<file path="src/rtl/multiplicador_pkg.sv">
// multiplicador_pkg: shared state encoding and default operand width for the shift-and-add multiplier.
package multiplicador_pkg;
  localparam int W_DEFAULT = 3;
  typedef enum logic [2:0] {
    IDLE  = 3'd0,
    CHECK = 3'd1,
    ADD   = 3'd2,
    SHIFT = 3'd3,
    DONE  = 3'd4
  } state_t;
endpackage

</file>
<file path="src/rtl/registro_desplazamiento.sv">
// registro_desplazamiento: loadable shift register, one-bit logical shift left or right per enabled cycle.
module registro_desplazamiento #(
  parameter int W = 3
) (
  input  logic         clk,
  input  logic         rst_n,
  input  logic         i_load,
  input  logic         i_shift,
  input  logic         i_right,
  input  logic [W-1:0] i_d,
  output logic [W-1:0] o_q
);
  logic [W-1:0] r_q;
  always_ff @(posedge clk or negedge rst_n)
    if (!rst_n) r_q <= '0;
    else r_q <= i_load ? i_d : i_shift ? (i_right ? r_q >> 1 : r_q << 1) : r_q;
  assign o_q = r_q;
endmodule

</file>
<file path="src/rtl/multiplicador.sv">
// multiplicador: sequential unsigned shift-and-add multiplier, W x W -> 2W bits.
// Defining MULTIPLICADOR_DEBUG_EN exposes testState, testPP and testB.
module multiplicador
  import multiplicador_pkg::*;
#(
  parameter int W = W_DEFAULT
) (
  input  logic           clk,
  input  logic           rst_n,
  input  logic [W-1:0]   MD,
  input  logic [W-1:0]   MR,
  input  logic           start,
  output logic [2*W-1:0] resultado,
  output logic           done
`ifdef MULTIPLICADOR_DEBUG_EN
  ,
  output logic [2:0]     testState,
  output logic [2*W-1:0] testPP,
  output logic [W-1:0]   testB
`endif
);
  state_t r_state, w_next;
  logic [2*W-1:0] w_a, r_pp, r_res;
  logic [W-1:0] w_b;
  logic w_load, w_shift;
  assign w_load  = (r_state == IDLE) && start;
  assign w_shift = (r_state == SHIFT);
  registro_desplazamiento #(.W(2*W)) u_a (
    .clk(clk), .rst_n(rst_n), .i_load(w_load), .i_shift(w_shift), .i_right(1'b0),
    .i_d({{W{1'b0}}, MD}), .o_q(w_a)
  );
  registro_desplazamiento #(.W(W)) u_b (
    .clk(clk), .rst_n(rst_n), .i_load(w_load), .i_shift(w_shift), .i_right(1'b1),
    .i_d(MR), .o_q(w_b)
  );
  always_comb begin
    w_next = r_state;
    case (r_state)
      IDLE:    w_next = start ? CHECK : IDLE;
      CHECK:   w_next = (w_b == '0) ? DONE : w_b[0] ? ADD : SHIFT;
      ADD:     w_next = SHIFT;
      SHIFT:   w_next = CHECK;
      DONE:    w_next = start ? DONE : IDLE;
      default: w_next = IDLE;
    endcase
  end
  always_ff @(posedge clk or negedge rst_n)
    if (!rst_n) begin
      r_state <= IDLE;
      r_pp    <= '0;
      r_res   <= '0;
    end else begin
      r_state <= w_next;
      r_pp    <= w_load ? '0 : (r_state == ADD) ? r_pp + w_a : r_pp;
      r_res   <= (r_state == CHECK && w_b == '0) ? r_pp : r_res;
    end
  assign resultado = r_res;
  assign done      = (r_state == DONE);
`ifdef MULTIPLICADOR_DEBUG_EN
  assign testState = r_state;
  assign testPP    = r_pp;
  assign testB     = w_b;
`endif
endmodule

</file>
<file path="config.mk">
export PLATFORM = sky130hd
export DESIGN_NAME = multiplicador
export DESIGN_NICKNAME = d
export VERILOG_FILES = /design/src/rtl/multiplicador_pkg.sv /design/src/rtl/registro_desplazamiento.sv /design/src/rtl/multiplicador.sv
export SDC_FILE = /design/constraint.sdc
export NUM_CORES = 1
export LEC_CHECK = 0
export CAP_MARGIN = 40
export CORE_MARGIN = 1
export CORE_UTILIZATION = 45
export CTS_CLUSTER_DIAMETER = 80
export DETAILED_ROUTE_END_ITERATION = 8
export HOLD_SLACK_MARGIN = 0.05
export MAX_ROUTING_LAYER = met4
export PLACE_DENSITY = 0.7
export RECOVER_POWER = 50
export SLEW_MARGIN = 20
export SYNTH_ARGS = -nofsm -noshare
export SYNTH_HDL_FRONTEND = slang
export SYNTH_SLANG_ARGS = --single-unit
</file>
<file path="constraint.sdc">
create_clock -name clk -period 1.8 [get_ports clk]
set_input_delay 0.27 -clock clk [delete_from_list [all_inputs] [get_ports clk]]
set_output_delay 0.27 -clock clk [all_outputs]
set_load 0.02 [all_outputs]
</file>
# ---- After elaboration in Yosys (flattened, before gate mapping)
# Cells that the tools add are included.
dict set report op_classes {
  shift 0
  multipliers 0
  magnitude_cmp 0
  bitwise_logic 0
  n_mux 11
  add_sub_neg 1
  div 0
  eq_ne 4
  reduce_logical 6
}
# cell n
set ops {}
lappend ops {{$mux 6} 4}
lappend ops {{$pmux 3 s5} 1}
lappend ops {{$mux 3} 4}
lappend ops {{$add 6x6->6} 1}
lappend ops {{$eq 3x2->1 const B} 2}
lappend ops {{$logic_not 3->1} 2}
lappend ops {{$reduce_bool 2->1} 2}
lappend ops {{$eq 3x1->1 const B} 1}
lappend ops {{$eq 3x3->1 const B} 1}
lappend ops {{$logic_and 1x1->1} 2}
lappend ops {{$mux 1} 2}
dict set report totals {
  inputBits 9
  ramBits 0
  mem_count 0
  word_cells 27
  latch_bits 0
  rom_bits 0
  ff_bits 24
}

# ---- Longest topological paths before layout
dict set report depth {
  ltp_word 3
  depth_mapped 8
  mapped_depth_nobuf 8
}

# ---- Modules after synthesis
# A second synthesis with hierarchy kept.
dict set report unflattened {
  cells_unflattened 125
  hier_area_um2 1365.1
}
# mod seq_area_each_um2 area_each_um2 n_inst cells_each
set modules_own_cells {}
lappend modules_own_cells {multiplicador 375.4 845.8 1 74}
lappend modules_own_cells {{registro_desplazamiento at u_a} 150.1 354.1 1 34}
lappend modules_own_cells {{registro_desplazamiento at u_b} 75.1 165.2 1 17}

# ---- Least setup slack after synthesis
# No wires, ideal clock.
dict set report synth_timing {
  path_type {flip-flop to flip-flop}
  startpoint {register u_b.r_q[2] (netlist: u_b.o_q[2])}
  endpoint {register r_res[0] (netlist: resultado[0])}
  setup_time_ps 125
  arrival_ps 1703
  n_path_buf 1
  slack_ps -29
  path_stages_with_launch 5
  path_cell_list {dfrtp_1 > or3_1 > or4b_1 > buf_6 > mux2_4}
}
dict set report synth_between {
  elab_chain_cells 2
}
# item line_no
set synth_rtl {}
lappend synth_rtl {{start: declaration} registro_desplazamiento.sv:13} ;# logic [W-1:0] r_q;
lappend synth_rtl {{start signal: assignment} registro_desplazamiento.sv:16} ;# else r_q <= i_load ? i_d : i_shift ? (i_right ? r_q >> 1 : r_q << 1) : r_q;
lappend synth_rtl {{$logic_not 3->1} multiplicador.sv:55} ;# r_res <= (r_state == CHECK && w_b == '0) ? r_pp : r_res;
lappend synth_rtl {{$logic_and 1x1->1} multiplicador.sv:55}
lappend synth_rtl {{end signal: assignment} multiplicador.sv:55}
lappend synth_rtl {{end: declaration} multiplicador.sv:23} ;# logic [2*W-1:0] w_a, r_pp, r_res;
# Every way passes these cells.
# A chain may end at the register's enable or synchronous reset.

# ---- Worst setup path in the final report
dict set report layout_timing {
  startpoint {register u_b.r_q[2] (netlist: u_b.o_q[2])}
  endpoint {register r_res[3] (netlist: resultado[3])}
}
# The elaborated chain is that of the path after synthesis.

==> results.sh <==
export IMPL_layout_drive_gt1_share_pct=19.4
export IMPL_die_height_um=54.1
export IMPL_end_kind="register"
export IMPL_synth_seq_cells=24
export IMPL_r2r_start="u_b.o_q[2]"
export IMPL_setup_viol=3
export IMPL_p_comb_share_pct=54.0
export IMPL_viasPerCell=5.27
export IMPL_violations="setup timing"
export IMPL_synth_distinct_cells=26
export IMPL_htreeDepth=1
export IMPL_root_buffer="clkbuf_4"
export IMPL_floorplan_initialDensity_pct=48.5
export IMPL_power_internal_uw=1640
export IMPL_switching_share_pct=37.5
export IMPL_cts_buffer_depth=2
export IMPL_num_vias=890
export IMPL_layout_min_cycle_time_ns=1.81
export IMPL_regArea_um2=601
export IMPL_numCtsBuffers=3
export IMPL_drt_initial_drc_count=17
export IMPL_max_freq_mhz=552
export IMPL_die_w_um=54.1
export IMPL_grt_remaining_overflow=0
export IMPL_grt_usage_pct=19.2
export IMPL_rrSetupSlack_ns=-0.01
export IMPL_synthArstFlopShare_pct=100
export IMPL_place_area_um2=1480
export IMPL_clkPwrFrac_pct=8.9
export IMPL_synth_nets=125
export IMPL_clk_latency_ns=0.32
export IMPL_tightestPinTransition_ns=1.29
export IMPL_synth_ff_type="dfrtp_1"
export IMPL_critPathTopFamily="simple AND/OR/NAND/NOR gates"
export IMPL_slew_viol_final=0
export IMPL_drv_cap=0
export IMPL_synth_edf_count=0
export IMPL_grt_pass1_wl_um=3790
export IMPL_dp_cells=162
export IMPL_synth_seq_area_share_pct=49.1
export IMPL_p_per_area_nw_per_um2=1710
export IMPL_crit_slowest_cell="or4b_4"
export IMPL_finalHoldViolations=0
export IMPL_layout_setup_ws_ns=-0.0110
export IMPL_path_cells="or3_4, or4b_4, mux2_4"
export IMPL_instances_no_fill=169
export IMPL_startpoint_type="register"
export IMPL_finalCritPeriodShare_pct=101
export IMPL_peakVddDrop_uv=828
export IMPL_grt_max_degree=25
export IMPL_critPathBufInv=0
export IMPL_critPathArrivalTime_ns=2.02
export IMPL_seq_power_share_pct=37.1
export IMPL_p_sw_uw=985
export IMPL_gp_congestion=0.752
export IMPL_multiInputGateArea_um2=591
export IMPL_path_max_fanout=8
export IMPL_ff2ff_path_depth=3
export IMPL_cts_sinks=24
export IMPL_worstSetupStartpoint="u_b.o_q[2]"
export IMPL_relSlewSlack_pct=14.3
export IMPL_coreArea_um2=2520
export IMPL_leakagePower_uw=0.000764
export IMPL_n_antenna_cell=0
export IMPL_slowest_delay_ns=0.58
export IMPL_finalClockSkew_ns=0.0108
export IMPL_grt_pass1_vias=871
export IMPL_wl_per_cell_um=13.2
export IMPL_syn_area_um2=1220
export IMPL_die_area_um2=2930
export IMPL_drc_errors=0
export IMPL_drt_pass1_iter_count=4
export IMPL_rows=18
export IMPL_area_delta_synth_final_pct=25.5
export IMPL_finalNetCount=156
export IMPL_io_pins=16
export IMPL_antenna_found_initial=0
export IMPL_fillers=210
export IMPL_status="complete, but fails checks"
export IMPL_port_buffers=15
export IMPL_final_area_um2=1540
export IMPL_path_clk_slew_ns=0.13
export IMPL_hpwlAfterDp_um=1580
export IMPL_cp_endpoint="resultado[3]"
export IMPL_mostFrequentLayoutCell="dfrtp_1"
export IMPL_grt_setup_unrepaired="true"
export IMPL_crit_required_ns=2.01
export IMPL_hp_class="register to register"
export IMPL_ant_nets=0
export IMPL_netlist_instances=110
export IMPL_cts_tree="built"
export IMPL_drt_wl_total_um=2230
export IMPL_worstSetupPathType="register to register"
export IMPL_dp_worst_setup_slack_ns=-0.0235
export IMPL_worstReg2RegEnd="resultado[3]"
export IMPL_yosysWarnings=0
export IMPL_path_depth=3
export IMPL_holdWs_ns=0.494
export IMPL_mostFrequentLayoutCells="dfrtp_1 (24), buf_4 (15), clkdlybuf4s50_1 (14), nor2_1 (11), mux2i_1 (9)"
export IMPL_avgSynthCellArea_um2=11.1
[final cells by class]
| class | instances | area share (%) |
|---|---|---|
| Timing Repair Buffer | 31 | 17.3 |
| Clock buffer | 3 | 1.47 |
| Inverter | 5 | 1.22 |
| Tap cell | 30 | 2.44 |
| Sequential cell | 24 | 39.1 |
| Multi-Input combinational cell | 76 | 38.5 |
[power groups by stage]
stage	Clock, uW	Combinational (uW)	Sequential, uW
6_report	234	1420	975
5_1_grt	260	1570	1020
4_1_cts	242	1380	980
3_5_place_dp	0	1330	993
3_3_place_gp	0	1290	986
2_1_floorplan	0	861	993
[cells by family after synthesis]
family                     count (synthesis)  synth area share [%]
and+or+nand+nor                           30                  12.8
DFF                                       24                  49.1
AOI/OAI and AO/OA                         22                  11.2
muxes                                     15                  14.3
buffers and inverters                     10                  3.68
adders and majority gates                  6                  6.75
xor gates and xnor gates                   3                  2.15
[sequential cells by signal, summed over array words and instances, names as in the netlist]
signal	flops
r_pp	6
resultado	6
u_a.o_q	6
r_state	3
u_b.o_q	3
[routing by layer]
metal  wire [um]  track usage, %  vias to the layer above
li1            -               -                      444
met1        1070            23.4                      419
met2        1020            28.7                       20
met3          81            3.11                        7
met4          59            13.2                        0
met5           0               -                        -
[how the worst min path moves through the flow]
stage                      start  depth (start not counted)            to
finish                   r_pp[5]                          1       r_pp[5]
global route               MD[2]                          3    u_a.o_q[2]
CTS                        rst_n                          2  resultado[4]
detailed placement  resultado[1]                          2  resultado[1]
global placement         r_pp[5]                          1       r_pp[5]
floorplan                  rst_n                          0       r_pp[0]
[Yosys cell counts (all sizes together) (2+ instances only)]
cell type | instances | area share, %
mux2 | 5 | 6.1
nor2 | 11 | 3.4
or3 | 2 | 1.0
nand2b | 2 | 1.0
xnor2 | 3 | 2.1
ha | 5 | 5.1
a21oi | 7 | 2.9
clkbuf | 4 | 1.2
mux2i | 10 | 8.2
nor2b | 3 | 1.5
o21ai | 7 | 2.9
a22o | 4 | 2.9
inv | 5 | 1.5
nand2 | 7 | 2.1
dfrtp | 24 | 49
[through the flow]
step                total power, uW  utilization, %  setup TNS [ns]
finish                         2630            60.9         -0.0252
global route                   2840            60.9          -0.216
CTS                            2610            60.3          -0.101
detailed placement             2320            58.5         -0.0949
global placement               2270            58.5         -0.0134
floorplan                      1850               -               0
[what timing repair did]
| item | in CTS | in global routing |
|---|---|---|
| gates resized for setup | 3 | 2 |
| setup endpoints to repair | 7 | 7 |
| hold buffers | 0 | 0 |
| setup buffers | 2 | 3 |
| pin swaps | 2 | 1 |
| hold endpoints to repair | 0 | 0 |
| gates cloned | 0 | 0 |
Power figures use the tool's default switching activity.
